--- src/rtl/caf_peak_search.sv ---
// Peak search over CAF dot-product samples: finds the largest i^2+q^2 in each
// frame and hands the winning index and magnitude downstream.
module caf_peak_search #(
    parameter int i_bits     = 24,
    parameter int q_bits     = 24,
    parameter int frame_len  = 16,
    parameter int index_bits = 4
) (
    input  logic                         clk,
    input  logic                         rst_n,
    input  logic                         m_axis_product_tvalid,
    input  logic signed [i_bits-1:0]     i,
    input  logic signed [q_bits-1:0]     q,
    output logic                         s_axis_product_tready,
    output logic                         s_axis_peak_tvalid,
    input  logic                         m_axis_peak_tready,
    output logic [index_bits-1:0]        peak_index,
    output logic [i_bits+q_bits-1:0]     peak_mag
);

    localparam int MW = i_bits + q_bits;
    localparam logic [index_bits-1:0] LastIdx = index_bits'(frame_len - 1);

    typedef enum logic [1:0] {IDLE, SEARCH, DRAIN, HOLD} state_t;

    state_t                 state_q, state_d;
    logic [index_bits-1:0]  cnt_q, cnt_d;
    logic [1:0]             drain_q, drain_d;
    logic                   tready_q, tready_d;
    logic                   tvalid_q, tvalid_d;
    logic [index_bits-1:0]  peakIdx_q, peakIdx_d;
    logic [MW-1:0]          peakMag_q, peakMag_d;

    logic                   v1_q, v2_q;
    logic [MW-1:0]          sqI_q, sqI_d, sqQ_q, sqQ_d;
    logic [MW-1:0]          mag2_q, mag2_d;
    logic [index_bits-1:0]  idx1_q, idx2_q;
    logic [MW-1:0]          bestMag_q, bestMag_d;
    logic [index_bits-1:0]  bestIdx_q, bestIdx_d;

    logic                   accept;
    logic                   lastAccept;
    logic                   drainDone;
    logic                   handshake;
    logic signed [MW-1:0]   iExt, qExt;

    assign accept     = m_axis_product_tvalid & tready_q;
    assign lastAccept = accept && (cnt_q == LastIdx);
    assign drainDone  = (state_q == DRAIN) && (drain_q == 2'd2);
    assign handshake  = (state_q == HOLD) && m_axis_peak_tready;

    // Widen before squaring so the full-scale negative input cannot wrap.
    assign iExt = MW'(i);
    assign qExt = MW'(q);

    always_ff @(posedge clk or negedge rst_n) begin
        if (!rst_n) begin
            state_q <= IDLE;
        end else begin
            state_q <= state_d;
        end
    end

    always_comb begin
        state_d = state_q;
        case (state_q)
            IDLE:    state_d = SEARCH;
            SEARCH:  if (lastAccept) state_d = DRAIN;
            DRAIN:   if (drainDone) state_d = HOLD;
            HOLD:    if (m_axis_peak_tready) state_d = SEARCH;
            default: state_d = IDLE;
        endcase
    end

    always_comb begin
        tready_d  = (state_d == SEARCH);
        tvalid_d  = tvalid_q;
        peakIdx_d = peakIdx_q;
        peakMag_d = peakMag_q;
        cnt_d     = cnt_q;
        drain_d   = (state_q == DRAIN) ? drain_q + 2'd1 : 2'd0;
        if (accept) begin
            cnt_d = lastAccept ? '0 : cnt_q + 1'b1;
        end
        if (drainDone) begin
            tvalid_d  = 1'b1;
            peakIdx_d = bestIdx_q;
            peakMag_d = bestMag_q;
        end
        if (handshake) begin
            tvalid_d = 1'b0;
            cnt_d    = '0;
        end
    end

    always_ff @(posedge clk or negedge rst_n) begin
        if (!rst_n) begin
            cnt_q     <= '0;
            drain_q   <= '0;
            tready_q  <= 1'b0;
            tvalid_q  <= 1'b0;
            peakIdx_q <= '0;
            peakMag_q <= '0;
        end else begin
            cnt_q     <= cnt_d;
            drain_q   <= drain_d;
            tready_q  <= tready_d;
            tvalid_q  <= tvalid_d;
            peakIdx_q <= peakIdx_d;
            peakMag_q <= peakMag_d;
        end
    end

    // Index 0 of a frame seeds the running best; strict > keeps the earliest tie.
    always_comb begin
        sqI_d     = $unsigned(iExt * iExt);
        sqQ_d     = $unsigned(qExt * qExt);
        mag2_d    = sqI_q + sqQ_q;
        bestMag_d = bestMag_q;
        bestIdx_d = bestIdx_q;
        if (v2_q && ((idx2_q == '0) || (mag2_q > bestMag_q))) begin
            bestMag_d = mag2_q;
            bestIdx_d = idx2_q;
        end
    end

    always_ff @(posedge clk or negedge rst_n) begin
        if (!rst_n) begin
            v1_q      <= 1'b0;
            v2_q      <= 1'b0;
            sqI_q     <= '0;
            sqQ_q     <= '0;
            idx1_q    <= '0;
            mag2_q    <= '0;
            idx2_q    <= '0;
            bestMag_q <= '0;
            bestIdx_q <= '0;
        end else begin
            v1_q <= accept;
            if (accept) begin
                sqI_q  <= sqI_d;
                sqQ_q  <= sqQ_d;
                idx1_q <= cnt_q;
            end
            v2_q <= v1_q;
            if (v1_q) begin
                mag2_q <= mag2_d;
                idx2_q <= idx1_q;
            end
            bestMag_q <= bestMag_d;
            bestIdx_q <= bestIdx_d;
        end
    end

    assign s_axis_product_tready = tready_q;
    assign s_axis_peak_tvalid    = tvalid_q;
    assign peak_index            = peakIdx_q;
    assign peak_mag              = peakMag_q;

endmodule

--- config.mk ---
export PLATFORM = sky130hd
export DESIGN_NAME = caf_peak_search
export DESIGN_NICKNAME = d
export VERILOG_FILES = /design/src/rtl/caf_peak_search.sv
export SDC_FILE = /design/constraint.sdc
export NUM_CORES = 2
export LEC_CHECK = 0
export BUFFER_PORTS_ARGS = -buffer_cell sky130_fd_sc_hd__buf_2
export CAP_MARGIN = 15
export CORE_MARGIN = 2
export CORE_UTILIZATION = 45
export CTS_CLUSTER_SIZE = 30
export DETAILED_ROUTE_END_ITERATION = 12
export GPL_ROUTABILITY_DRIVEN = 0
export HOLD_SLACK_MARGIN = 0.1
export MAX_ROUTING_LAYER = met4
export PLACE_DENSITY = 0.7
export SYNTH_ARGS = -nofsm -noshare
export SYNTH_HDL_FRONTEND = slang
export SYNTH_SLANG_ARGS = --single-unit
--- constraint.sdc ---
create_clock -name clk -period 5.3 [get_ports clk]
set_clock_uncertainty 0.2 [all_clocks]
set_input_delay 0.265 -clock clk [delete_from_list [all_inputs] [get_ports clk]]
set_output_delay 0.265 -clock clk [all_outputs]
set_load 0.03 [all_outputs]
==> results_dict.tcl <==
set metrics [dict create \
    status "finished with violations" \
    failed_checks "negative setup slack" \
    path_max_fanout 6 \
    timing.critical_path.buf_inv 10 \
    die_height_um 341 \
    global_route_wire_length_before_repair_um 210000 \
    predominant_post_synthesis_flop_cell "sky130_fd_sc_hd__dfrtp_1" \
    worstSetupPathDepth 28 \
    placement.setup.worst_slack_ns -1.78 \
    syn-mean-instance-area_sq_um 9.68 \
    cp.arrival_ns 6.59 \
    wl_met1_um 53900 \
    synth.yosys.warnings 0 \
    reg2reg_setup_slack_ns 1.69 \
    antenna_found_initial 4 \
    synth_enable_flop_cells 0 \
    gr-total-overflow 0 \
    post-route-util_pct 57.2 \
    routed_wirelength_um 128000 \
    critical_path.reg2reg.startpoint "mag2_q[45]$_DFFE_PN0P_" \
    pin_count 106 \
    grt_start_max_net_pins 128 \
    synth_top_cell_by_area "sky130_fd_sc_hd__fa_1" \
    routed-via-count 38100 \
    timing.critical_path.from "q[5]" \
    starting_density_of_the_core_pct 45.4 \
    synth.top_cell.area_share_pct 43.6 \
    met2_wirelength_um 65100 \
    drt_first_iter_violations 1880 \
    max-cap-violations 0 \
    dieArea_sq_um 116000 \
    cts_tree "yes" \
    post-route-min-period_ns 6.32 \
    cts.root.buffer_cell "sky130_fd_sc_hd__clkbuf_16" \
    floorplan.rows 123 \
    final_nets 7652 \
    cts_max_path_bufs 3 \
    regToRegEndpoint "bestMag_q[45]$_DFFE_PN0P_" \
    synth-async-reset-ratio_pct 100 \
    routed-wl-met3_um 5470 \
    post_synth_inst_count 5276 \
    dp_hpwl_um 105000 \
    unrepaired_setup_endpoints_after_global_routing "true" \
    worst_path_most_repeated_cell "sky130_fd_sc_hd__fa_1" \
    detailedRoute.firstPassIterationCount 5 \
    startpoint_type_of_the_worst_setup_path "input port" \
    dr.max_layer_used "met4" \
    worstPathRequired_ns 5.58 \
    numClockSinks 266 \
    timing.slew.headroom_pct 31.1 \
    finalHoldWorstSlack_ns 0.124 \
    cp_slowest_stage_delay_ns 0.55 \
    fmax_ghz 0.158 \
    finalMaxSlewViolations 0 \
    worst_slack_setup_final_ns -1.02 \
    reg2reg_depth 10 \
    htreeDepth 1 \
    synth.cell_area_sq_um 51100 \
    clk_latency_ns 0.55 \
    core_region_area_sq_um 112000 \
    number_of_hold_slack_violations_in_the_final_timing_report 0 \
    timing.critical_path.to_type "flip-flop" \
    routed_via_density 5.00 \
    ys_top_cells_by_area "sky130_fd_sc_hd__fa_1, sky130_fd_sc_hd__dfrtp_1, sky130_fd_sc_hd__inv_1, sky130_fd_sc_hd__ha_1, sky130_fd_sc_hd__nand2_1" \
    yosysMostFrequentCell "sky130_fd_sc_hd__inv_1" \
    clkSlewWorstSetupHoldPaths_ns 0.06 \
    drc 0 \
    die_width_um 341 \
    final.period_utilization_pct 119 \
    grt_usage_pct 22.9 \
    detailed_place.area_sq_um 59300 \
    yosys_register_bits 266 \
    wl_per_cell_um 16.7 \
    grt_pass1_vias 42100 \
    detail-route-antenna-nets 0 \
    ys_seq_area_share_pct 13.0 \
    synth.lib_cells_used.distinct 91 \
    worst-setup-path-type "input port to flip-flop" \
    area_growth_pct 26.0 \
    synth.cells.most_frequent "sky130_fd_sc_hd__inv_1, sky130_fd_sc_hd__fa_1, sky130_fd_sc_hd__nand2_1, sky130_fd_sc_hd__ha_1, sky130_fd_sc_hd__dfrtp_1" \
    tightestPinTransition_ns 1.03 \
    hold_class "input port to asynchronous set/reset pin" \
    post_route_cells_drive_above_1_share_pct 26.3 \
    cts_made_buffers 27 \
    timing.critical_path.slowest_stage_cell "sky130_fd_sc_hd__fa_1" \
    cp_top_family "adder cells" \
    critical_path_capture_point "sqQ_q[46]$_DFFE_PN0P_" \
    synth_nets 6830 \
    report.final.setup_viol 69 \
    postLayoutCellArea_sq_um 64300 \
    numPortBuffers 105 \
]
through the flow:
step                TNS [ns]  std cells
global placement      -94.01       7420
finish                -44.27       7619
global route          -57.32       7619
CTS                   -39.37       7563
floorplan             -46.03       5276
detailed placement   -100.49       7420
timing repair:
action | in CTS | in global routing
gates resized for setup | 487 | 240
endpoints found under the setup margin | 73 | 74
buffers inserted | 98 | 66
hold buffers | 5 | 0
pin swaps | 295 | 252
hold endpoints to repair | 98 | 0
gates cloned | 3 | 1
area by class of cell:
type | count | area, sq um
clock inverters | 15 | 256
fillers | 9180 | 48100
flip-flops and latches | 266 | 6660
clock buffers | 32 | 704
multi-input cells | 3440 | 41200
inverters | 1410 | 5320
repair buffers | 953 | 8320
well taps | 1500 | 1880
diodes | 3 | 7.51
state kept, by name, indices dropped and copies added, names as in the netlist, 2 cells and up:
register,cells
bestMag_q,48
mag2_q,48
peak_mag,48
sqI_q,47
sqQ_q,47
bestIdx_q,4
cnt_q,4
idx1_q,4
idx2_q,4
peak_index,4
drain_q,2
state_q,2
per-layer routing:
layer	up-vias	global-route usage, %
met5	-	-
met4	0	4.99
met3	218	2.25
met2	820	39.4
met1	19500	29.5
li1	17500	-
cell usage in the layout (no fill, tap or decap), types with 53 or more instances in the layout:
master	synthesis	layout
sky130_fd_sc_hd__buf_2	3	57
sky130_fd_sc_hd__fa_1	1113	1056
sky130_fd_sc_hd__ha_1	389	325
sky130_fd_sc_hd__inv_2	0	85
sky130_fd_sc_hd__buf_6	5	105
sky130_fd_sc_hd__o21ai_1	11	70
sky130_fd_sc_hd__and2_4	0	53
sky130_fd_sc_hd__nand2_1	589	516
sky130_fd_sc_hd__a21oi_1	136	83
sky130_fd_sc_hd__xnor2_1	92	74
sky130_fd_sc_hd__o21ai_0	175	97
sky130_fd_sc_hd__ha_4	0	55
sky130_fd_sc_hd__buf_4	0	709
sky130_fd_sc_hd__and2_1	190	135
sky130_fd_sc_hd__nor2_1	104	83
sky130_fd_sc_hd__fa_2	0	57
sky130_fd_sc_hd__a21o_1	74	73
sky130_fd_sc_hd__dfrtp_1	266	265
sky130_fd_sc_hd__inv_1	1409	1318
kinds of logic after synthesis:
family	Yosys count	synth area share, %
adders and majority gates	1502	53.2
muxes	95	2.08
buffers and inverters	1570	11.6
DFF	266	13.0
AOI/OAI and AO/OA	575	7.24
xor gates and xnor gates	147	2.52
and+or+nand+nor	1121	10.3
how the worst min path moves through the flow:
stage                                     to  slack, ns  cells after the start
floorplan           bestIdx_q[0]$_DFFE_PN0P_      -0.23                      0
global placement    peak_mag[12]$_DFFE_PN0P_       0.13                      1
detailed placement   peak_mag[6]$_DFFE_PN0P_       0.13                      1
CTS                 bestMag_q[5]$_DFFE_PN0P_       0.15                      2
global route            sqI_q[0]$_DFFE_PN0P_       0.16                      5
finish              bestMag_q[5]$_DFFE_PN0P_       0.12                      2
Power is not shown: default switching activity piles up to over one toggle a cycle in this logic, so the estimate is an artifact.
